File: src/rtl/counter_tx_pkg.sv
// Shared types and constants for the counter snapshot transmitter.
package counter_tx_pkg;

  typedef enum logic [1:0] {
    IDLE,
    HDR,
    C0,
    C1
  } state_t;

  localparam logic [7:0] HDR_TAG  = 8'hA5;
  localparam int         SEQ_W    = 8;
  localparam logic [7:0] DROP_MAX = 8'hFF;

endpackage

File: src/rtl/counter_snapshot_tx.sv
// Captures both 64-bit event counters on a snapshot request and streams them
// as a framed sequence of WORD_W-bit words: header, Count0 LSW-first, then
// Count1 LSW-first. Valid/ready handshake; all outputs registered.
module counter_snapshot_tx
  import counter_tx_pkg::*;
#(
  parameter int WORD_W = 16
) (
  input  logic              Clk,
  input  logic              Reset,
  input  logic              Snap,
  input  logic [63:0]       Count0,
  input  logic [63:0]       Count1,
  output logic [WORD_W-1:0] TxData,
  output logic              TxValid,
  input  logic              TxReady,
  output logic              TxLast,
  output logic              Busy,
  output logic [7:0]        DropCnt
);

  // Words per captured counter (4, 2 or 1); a 2-bit index covers all cases.
  localparam int             WPC      = 64 / WORD_W;
  localparam logic [1:0]     IDX_LAST = 2'(WPC - 1);

  if (WORD_W != 16 && WORD_W != 32 && WORD_W != 64) begin : g_bad_word_w
    $error("counter_snapshot_tx: WORD_W must be 16, 32 or 64");
  end

  state_t             r_state, w_state_n;
  logic [1:0]         r_idx, w_idx_n;
  logic [127:0]       r_cap;
  logic [SEQ_W-1:0]   r_seq;
  logic [7:0]         r_drop;
  logic [WORD_W-1:0]  r_data, w_data_n;
  logic               r_valid, r_last, r_busy;
  logic               w_last_n;
  logic               w_hs, w_accept, w_drop, w_word_last;
  logic [6:0]         w_lsb;
  logic [WORD_W-1:0]  w_word, w_hdr;

  assign w_hs        = r_valid && TxReady;
  assign w_word_last = (r_idx == IDX_LAST);

  // Next-state / word-index logic; a request is accepted from IDLE or on the
  // final handshake of a frame, otherwise it counts as dropped.
  always_comb begin
    // NOTE: every combinational output gets a default first so no path can
    // leave it unassigned and infer a latch.
    w_state_n = r_state;
    w_idx_n   = r_idx;
    w_accept  = 1'b0;
    unique case (r_state)
      IDLE: begin
        if (Snap) begin
          w_state_n = HDR;
          w_accept  = 1'b1;
        end
      end
      HDR: begin
        if (w_hs) begin
          w_state_n = C0;
          w_idx_n   = '0;
        end
      end
      C0: begin
        if (w_hs) begin
          if (w_word_last) begin
            w_state_n = C1;
            w_idx_n   = '0;
          end else begin
            w_idx_n = r_idx + 2'd1;
          end
        end
      end
      C1: begin
        if (w_hs) begin
          if (w_word_last) begin
            w_idx_n = '0;
            if (Snap) begin
              w_state_n = HDR;
              w_accept  = 1'b1;
            end else begin
              w_state_n = IDLE;
            end
          end else begin
            w_idx_n = r_idx + 2'd1;
          end
        end
      end
      default: w_state_n = IDLE;
    endcase
    w_drop = Snap && !w_accept && (r_state != IDLE);
  end

  // Word to present next: header on acceptance, otherwise the captured word
  // picked by the next state/index; held unchanged while the sink stalls.
  always_comb begin
    w_lsb    = 7'((((w_state_n == C1) ? WPC : 0) + int'(w_idx_n)) * WORD_W);
    w_word   = r_cap[w_lsb +: WORD_W];
    w_hdr    = {HDR_TAG, (WORD_W - 8)'(r_seq)};
    w_data_n = r_data;
    if (w_accept) begin
      w_data_n = w_hdr;
    end else if (w_state_n == IDLE) begin
      w_data_n = '0;
    end else if (w_hs) begin
      w_data_n = w_word;
    end
    w_last_n = (w_state_n == C1) && (w_idx_n == IDX_LAST);
  end

  // Control and output registers, synchronous active-high reset.
  always_ff @(posedge Clk) begin
    // NOTE: sequential state uses non-blocking assignments so every flop
    // samples pre-edge values regardless of statement order.
    if (Reset) begin
      r_state <= IDLE;
      r_idx   <= '0;
      r_seq   <= '0;
      r_drop  <= '0;
      r_data  <= '0;
      r_valid <= 1'b0;
      r_last  <= 1'b0;
      r_busy  <= 1'b0;
    end else begin
      r_state <= w_state_n;
      r_idx   <= w_idx_n;
      r_data  <= w_data_n;
      r_last  <= w_last_n;
      r_valid <= (w_state_n != IDLE);
      r_busy  <= (w_state_n != IDLE);
      if (w_accept) begin
        r_seq <= r_seq + 1'b1;
      end
      if (w_drop && r_drop != DROP_MAX) begin
        r_drop <= r_drop + 8'd1;
      end
    end
  end

  // Snapshot register, loaded only on an accepted request.
  always_ff @(posedge Clk) begin
    // NOTE: pure datapath storage is not reset; it is always loaded before
    // any beat that reads it becomes valid.
    if (w_accept) begin
      r_cap <= {Count1, Count0};
    end
  end

  assign TxData  = r_data;
  assign TxValid = r_valid;
  assign TxLast  = r_last;
  assign Busy    = r_busy;
  assign DropCnt = r_drop;

endmodule

File: config.mk
export PLATFORM = sky130hd
export DESIGN_NAME = counter_snapshot_tx
export DESIGN_NICKNAME = d
export VERILOG_FILES = /design/src/rtl/counter_tx_pkg.sv /design/src/rtl/counter_snapshot_tx.sv
export SDC_FILE = /design/constraint.sdc
export NUM_CORES = 1
export LEC_CHECK = 0
export BUFFER_PORTS_ARGS = -buffer_cell sky130_fd_sc_hd__buf_2
export CORE_ASPECT_RATIO = 1.5
export CORE_MARGIN = 2
export CORE_UTILIZATION = 54
export CTS_CLUSTER_SIZE = 16
export DETAILED_ROUTE_END_ITERATION = 10
export PLACE_DENSITY = 0.8
export SKIP_CTS_REPAIR_TIMING = 1
export SLEW_MARGIN = 20
export SYNTH_ARGS = -nofsm -noshare
export SYNTH_HDL_FRONTEND = slang
export SYNTH_SLANG_ARGS = --single-unit
File: constraint.sdc
create_clock -name Clk -period 6.9 [get_ports Clk]
set_clock_uncertainty 0.15 [all_clocks]
set_input_delay 1.035 -clock Clk [delete_from_list [all_inputs] [get_ports Clk]]
set_output_delay 1.035 -clock Clk [all_outputs]
set_load 0.01 [all_outputs]
==> flow_summary_export.csv, run 1 <==
group,metric,value,unit
floorplan,die_x,95.9,um
power_and_ir_drop,p_leak,3.31,nW
sta,rsz0062_at_grt,"false",
clocking,tritoncts,"yes",
cells_and_area,multi_input_area,0.00209,mm^2
critical_path,rr_worst_depth,8,
floorplan,start_util,55.0,%
sta,finalCritPeriodShare,54.3,%
critical_path,cp.arrival,3.90,ns
critical_path,rrSetupSlack,3.15,ns
critical_path,crit_buf_inv,1,
synth,yosysWarningCount,0,
power_and_ir_drop,clkPwrFrac,39.4,%
sta,worstMarginPinSlew,1.05,ns
synth,synth_cells,511,
synth,synth_seq_area_share,67.3,%
synth,ys.flop_type,"edfxtp_1",
hold_path,min_to,"TxData[14]$_SDFFE_PP0P_",
clocking,clock_sinks,166,
power_and_ir_drop,power_density,270,mW/mm^2
critical_path,crit_family,"compound AO/OA/AOI/OAI gates",
sta,setup_viol,0,
global_routing,gr-usage-all-layers,24.0,%
placement,dp_hpwl,10.6,mm
power_and_ir_drop,total_power,0.00224,W
route,drtPass1Iterations,5,
sta,period_needed,3.75,ns
route,drtIter0Drc,433,
route,drt_wl_total,16.2,mm
floorplan,core_region_area,0.0124,mm^2
power_and_ir_drop,p_int,0.00173,W
synth,synthArstFlopShare,0,%
floorplan,rows,50,
cells_and_area,final_cell_mix,"158 x buf_2, 128 x edfxtp_1, 50 x nand2_1",
cells_and_area,syn2layout_area_growth,21.2,%
global_routing,grt_pass1_vias,4824,
clocking,cts_max_level,4,
cells_and_area,seq_area,0.00460,mm^2
power_and_ir_drop,power_frac_seq,52.9,%
clocking,cts_root_buffer,"clkbuf_16",
clocking,clock_path_buffers,2,
sta,hold_viol_final,0,
global_routing,grt_pass1_wl,24.2,mm
cells_and_area,finish.utilization,66.6,%
synth,ys_ff_latch,166,
synth,synth_edf_count,128,
global_routing,grt_antenna_before_repair,1,
sta,slew_viol_final,0,
cells_and_area,fill_cells,877,
cells_and_area,antenna_cells,0,
power_and_ir_drop,ir_worst_vdd,0.201,mV
floorplan,die_h,142,um
critical_path,start_kind,"register",
cells_and_area,final_common_cell,"buf_2",
outcome,outcome,"finished clean",
route,drc_errors,0,
floorplan,die-area,0.0136,mm^2
global_routing,grt_remaining_overflow,0,
placement,io_buffer_count,158,
critical_path,cpMaxStageDelayCell,"o22ai_4",
clocking,cts_made_buffers,17,
hold_path,hp-start,"TxData[14]$_SDFFE_PP0P_",
critical_path,max_stage_delay,0.67,ns
critical_path,critPathMaxFanout,64,
sta,fin_setup_tns,0,ns
route,ant_nets,0,
synth,synth_cell_types,54,
power_and_ir_drop,comb_power_share,7.7,%
power_and_ir_drop,switchingPower,0.000513,W
run,maxCapViolCount,0,
power_and_ir_drop,swShare,22.9,%
global_routing,grt_start_max_net_pins,100,
cells_and_area,drive_gt1_share,30.7,%
placement,gp_congestion,0.886,
route,routedWlPerCell,19.7,um
hold_path,hp-class,"reg2reg",
critical_path,r2r_start,"r_state[1]$_SDFF_PP0_",
critical_path,rr_endpoint,"TxData[4]$_SDFFE_PP0P_",
hold_path,min_path_cells,1,
floorplan,io_pins,159,
synth,netlist_area,0.00685,mm^2
synth,synth_nets,652,
critical_path,worstPathRequired,7.05,ns
clocking,clkTransAtPathRegs,0.06,ns
critical_path,endpoint_kind,"register",
sta,fmax,267,MHz
synth,avgSynthCellArea,13.4,um^2
route,num_vias,4921,
sta,max_slew_margin,29.5,%
route,vias_per_cell,5.97,
cells_and_area,nNetsFinal,796,
critical_path,crit_chain,"inv_1, ha_1, and4b_1, o22ai_4, nand2_4, a211o_1, a32oi_1, nand2_1",
clocking,clk_latency,0.42,ns
critical_path,path_class,"reg2reg",
==> kinds of logic (layout without fill, tap and decap cells) <==
group           count (synthesis)  count (layout)  synth area share, %
flops                         166             166                 67.3
simple gates                  162             162                 12.2
compound gates                115             115                 13.7
buf+inv                        41             198                 2.83
xor+xnor                       14              14                 1.79
fa+ha+maj                       9               9                 1.65
mux                             4               4                0.585
==> how the worst max path moves through the flow <==
stage / start / end / slack, ns / cells after the start
after detailed placement: TxReady / TxData[12]$_SDFFE_PP0P_ / 2.31 / 7
after floorplan: TxReady / r_seq[4]$_SDFFE_PP0P_ / 0.74 / 7
after CTS: r_state[1]$_SDFF_PP0_ / TxData[12]$_SDFFE_PP0P_ / 2.47 / 8
final: r_state[1]$_SDFF_PP0_ / TxData[4]$_SDFFE_PP0P_ / 3.15 / 8
after global placement: TxReady / TxData[12]$_SDFFE_PP0P_ / 2.44 / 7
after global routing: r_state[1]$_SDFF_PP0_ / TxData[10]$_SDFFE_PP0P_ / 2.89 / 8
==> routing by layer <==
| metal | up-vias | routed length [um] | track usage (%) |
|---|---|---|---|
| met4 | 0 | 663 | 12.0 |
| met1 | 2365 | 5930 | 28.7 |
| met3 | 49 | 1060 | 5.47 |
| li1 | 2274 | - | - |
| met2 | 233 | 8580 | 40.0 |
| met5 | - | 0 | 0 |
==> cell type report <==
class                           instances  area share [%]
Sequential cell                       166            55.5
Multi-Input combinational cell        304            25.2
Timing Repair Buffer                  161            10.1
Clock buffer                           17            5.13
Tap cell                              156            2.35
Clock inverter                         15            1.52
Inverter                                5           0.226
==> cells in the mapped netlist, drive strengths merged (2+ instances only) <==
library cell | n | area share [%]
edfxtp | 128 | 56
nand2 | 51 | 2.8
and3 | 45 | 4.1
dfxtp | 38 | 11
a211o | 29 | 3.7
nor2 | 29 | 1.6
a32oi | 25 | 3.3
buf | 20 | 1.7
clkbuf | 16 | 0.88
a21oi | 15 | 1.1
a211oi | 13 | 1.4
xor2 | 11 | 1.4
ha | 9 | 1.6
a221o | 8 | 1.2
nand3 | 8 | 0.58
a31oi | 6 | 0.55
nand4 | 6 | 0.55
inv | 5 | 0.27
nor3b | 5 | 0.55
o21ai | 5 | 0.37
mux2i | 4 | 0.58
nor3 | 3 | 0.22
xnor2 | 3 | 0.38
a21boi | 2 | 0.27
and2 | 2 | 0.18
and4b | 2 | 0.29
nand2b | 2 | 0.29
nand3b | 2 | 0.22
nor4 | 2 | 0.18
o21a | 2 | 0.24
or2 | 2 | 0.18
==> registers in the layout, summed over array words and instances (netlist names) <==
signal   cells
Busy         1
DropCnt      8
TxData      16
TxLast       1
r_cap      128
r_idx        2
r_seq        8
r_state      2
==> power groups by stage <==
stage | sequential (W) | clock, W | combinational, W
floorplan | 0.00121 | 0 | 0.0000966
global placement | 0.00120 | 0 | 0.000162
detailed placement | 0.00121 | 0 | 0.000168
CTS | 0.00119 | 0.000895 | 0.000170
global route | 0.00119 | 0.000929 | 0.000190
finish | 0.00119 | 0.000883 | 0.000174
==> worst reg2reg max path, stage by stage, from the launching register on <==
cell and delay, ns:
dfxtp_1 0.36, inv_1 0.16, ha_1 0.46, and4b_1 0.29
o22ai_4 0.67, nand2_4 0.63, a211o_1 0.54, a32oi_1 0.30
nand2_1 0.08
==> per-stage QoR <==
step / cells / setup slack [ns] / cell area [um^2] / hold WS (ns)
after floorplan: 511 / 0.739 / 6850 / 0.311
after global placement: 791 / 2.44 / 7700 / 0.319
after detailed placement: 791 / 2.31 / 7700 / 0.332
after CTS: 823 / 2.47 / 8250 / 0.346
after global routing: 824 / 2.89 / 8300 / 0.355
final: 824 / 3.15 / 8300 / 0.348
Power figures use the tool's default switching activity.
==> inputs of run 2 (changes only) <==
- clock period: 6.9 -> 3.9 ns (I/O delays scaled with it)
==> run 2 against run 1 <==
  * Maximum frequency grew 23%
  * Cell count grew 0.97%
  * Routed wire length grew 0.16%
  * Power grew 78%
  * Die area is the same
  * Setup slack lost 2.3 ns
  * Register-to-register slack lost 2.3 ns
==> flow_summary_export.csv, run 2 (synthesis gave the netlist of run 1 again) <==
group,metric,value,unit
critical_path,setup.worst_path.start,"r_state[1]$_SDFF_PP0_",
critical_path,path_class,"reg2reg",
critical_path,rr_worst_depth,9,
power_and_ir_drop,comb_power_share,7.5,%
floorplan,io_pins,159,
floorplan,die_h,142,um
sta,setup_viol,0,
critical_path,r2r_start,"r_state[1]$_SDFF_PP0_",
global_routing,grt_start_max_net_pins,56,
clocking,clock_sinks,166,
critical_path,start_kind,"register",
cells_and_area,finish.utilization,66.8,%
floorplan,rows,50,
sta,slew_viol_final,0,
clocking,cts_root_buffer,"clkbuf_16",
cells_and_area,antenna_cells,0,
run,maxCapViolCount,0,
global_routing,gr-usage-all-layers,24.4,%
route,num_vias,4958,
clocking,clock_path_buffers,2,
route,routedWlPerCell,19.6,um
outcome,outcome,"finished clean",
cells_and_area,syn2layout_area_growth,21.5,%
cells_and_area,fill_cells,917,
critical_path,rr_endpoint,"TxData[12]$_SDFFE_PP0P_",
cells_and_area,nNetsFinal,804,
sta,rsz0062_at_grt,"false",
cells_and_area,final_common_cell,"buf_2",
placement,dp_hpwl,11.0,mm
sta,max_slew_margin,25.7,%
sta,period_needed,3.06,ns
cells_and_area,largest_reg_flops,128,
placement,io_buffer_count,158,
global_routing,grt_antenna_before_repair,0,
floorplan,core_region_area,0.0124,mm^2
route,vias_per_cell,5.96,
route,drtIter0Drc,367,
route,ant_nets,0,
sta,worstMarginPinSlew,1.11,ns
clocking,clkTransAtPathRegs,0.07,ns
global_routing,grt_remaining_overflow,0,
clocking,clk_latency,0.42,ns
critical_path,cp.arrival,3.21,ns
sta,hold_viol_final,0,
critical_path,endpoint_kind,"register",
critical_path,rrSetupSlack,0.84,ns
clocking,cts_made_buffers,17,
critical_path,critPathMaxFanout,39,
power_and_ir_drop,clkPwrFrac,39.8,%
route,drc_errors,0,
power_and_ir_drop,power_density,479,mW/mm^2
power_and_ir_drop,p_int,0.00302,W
placement,gp_congestion,0.839,
floorplan,start_util,55.0,%
sta,finalCritPeriodShare,78.4,%
cells_and_area,final_cell_mix,"158 x buf_2, 128 x edfxtp_1, 50 x nand2_1",
route,drtPass1Iterations,5,
clocking,cts_max_level,4,
floorplan,die-area,0.0136,mm^2
cells_and_area,regMostFlops,"r_cap",
cells_and_area,seq_area,0.00460,mm^2
sta,fmax,327,MHz
hold_path,hp-class,"in2reg",
cells_and_area,multi_input_area,0.00206,mm^2
floorplan,die_x,95.9,um
power_and_ir_drop,swShare,24.3,%
power_and_ir_drop,switchingPower,0.000968,W
power_and_ir_drop,ir_worst_vdd,0.362,mV
global_routing,grt_pass1_vias,4850,
power_and_ir_drop,p_leak,3.35,nW
route,drt_wl_total,16.3,mm
critical_path,worstPathRequired,4.06,ns
clocking,tritoncts,"yes",
sta,fin_setup_tns,0,ns
cells_and_area,drive_gt1_share,31.8,%
critical_path,crit_end,"TxData[12]$_SDFFE_PP0P_",
global_routing,grt_pass1_wl,24.5,mm
power_and_ir_drop,power_frac_seq,52.7,%
==> run 2: changes by cell type in the layout (fill, tap and decap cells not counted), sizes merged <==
cell / before / now
inv: 10 / 13
clkinv: 9 / 3
buf: 161 / 169
clkinvlp: 0 / 4
bufinv: 1 / 0
==> run 2: area by class of cell <==
class	instances	share of cell area [%]
sequential	166	55.4
multi-input combinational	304	24.8
timing repair buffer	169	10.5
clock buffer	17	5.11
tap	156	2.35
clock inverter	15	1.65
inverter	5	0.226
==> run 2: worst min path at each step <==
stage	start	endpoint	slack, ns	cells past startpoint
5_1_grt	Count1[45]	r_cap[109]$_DFFE_PP_	0.16	1
3_5_place_dp	TxData[12]$_SDFFE_PP0P_	TxData[12]$_SDFFE_PP0P_	0.34	1
4_1_cts	Count0[50]	r_cap[50]$_DFFE_PP_	0.17	1
2_1_floorplan	r_seq[5]$_SDFFE_PP0P_	TxData[5]$_SDFFE_PP0P_	0.31	2
3_3_place_gp	TxData[14]$_SDFFE_PP0P_	TxData[14]$_SDFFE_PP0P_	0.32	1
6_report	Count0[45]	r_cap[45]$_DFFE_PP_	0.18	1
==> run 2: worst max-delay path, stage by stage, from the launching register on <==
cell      delay (ns)
dfxtp_1         0.35
inv_1           0.15
ha_1            0.41
and4b_1         0.25
o22ai_2         0.13
nand2_2         0.34
buf_4           0.41
a211oi_1        0.28
a31oi_1         0.07
a221o_1         0.39
==> run 2: per-stage QoR <==
stage / worst slack (ns) / hold slack [ns] / area [um^2] / power [W] / cells
floorplan: 0.127 / 0.311 / 6850 / 0.00230 / 511
global placement: 1.03 / 0.318 / 7750 / 0.00242 / 800
detailed placement: 0.883 / 0.336 / 7750 / 0.00244 / 800
CTS: 0.863 / 0.170 / 8320 / 0.00401 / 832
global route: 0.674 / 0.162 / 8320 / 0.00412 / 832
finish: 0.843 / 0.183 / 8320 / 0.00399 / 832
==> run 2: per-layer routing <==
layer | wire (um) | share of wire (%) | vias to the layer above | track usage, %
li1 | - | - | 2284 | -
met1 | 5930 | 36 | 2385 | 28.7
met2 | 8710 | 54 | 242 | 41.7
met3 | 1070 | 6.6 | 47 | 5.79
met4 | 563 | 3.5 | 0 | 11.1
met5 | 0 | 0 | - | 0
==> run 2: power by group through the flow <==
stage | registers (W) | clock network [W] | logic [W]
detailed placement | 0.00214 | 0 | 0.000299
finish | 0.00210 | 0.00159 | 0.000301
global route | 0.00211 | 0.00168 | 0.000329
floorplan | 0.00213 | 0 | 0.000171
global placement | 0.00213 | 0 | 0.000288
CTS | 0.00210 | 0.00160 | 0.000302
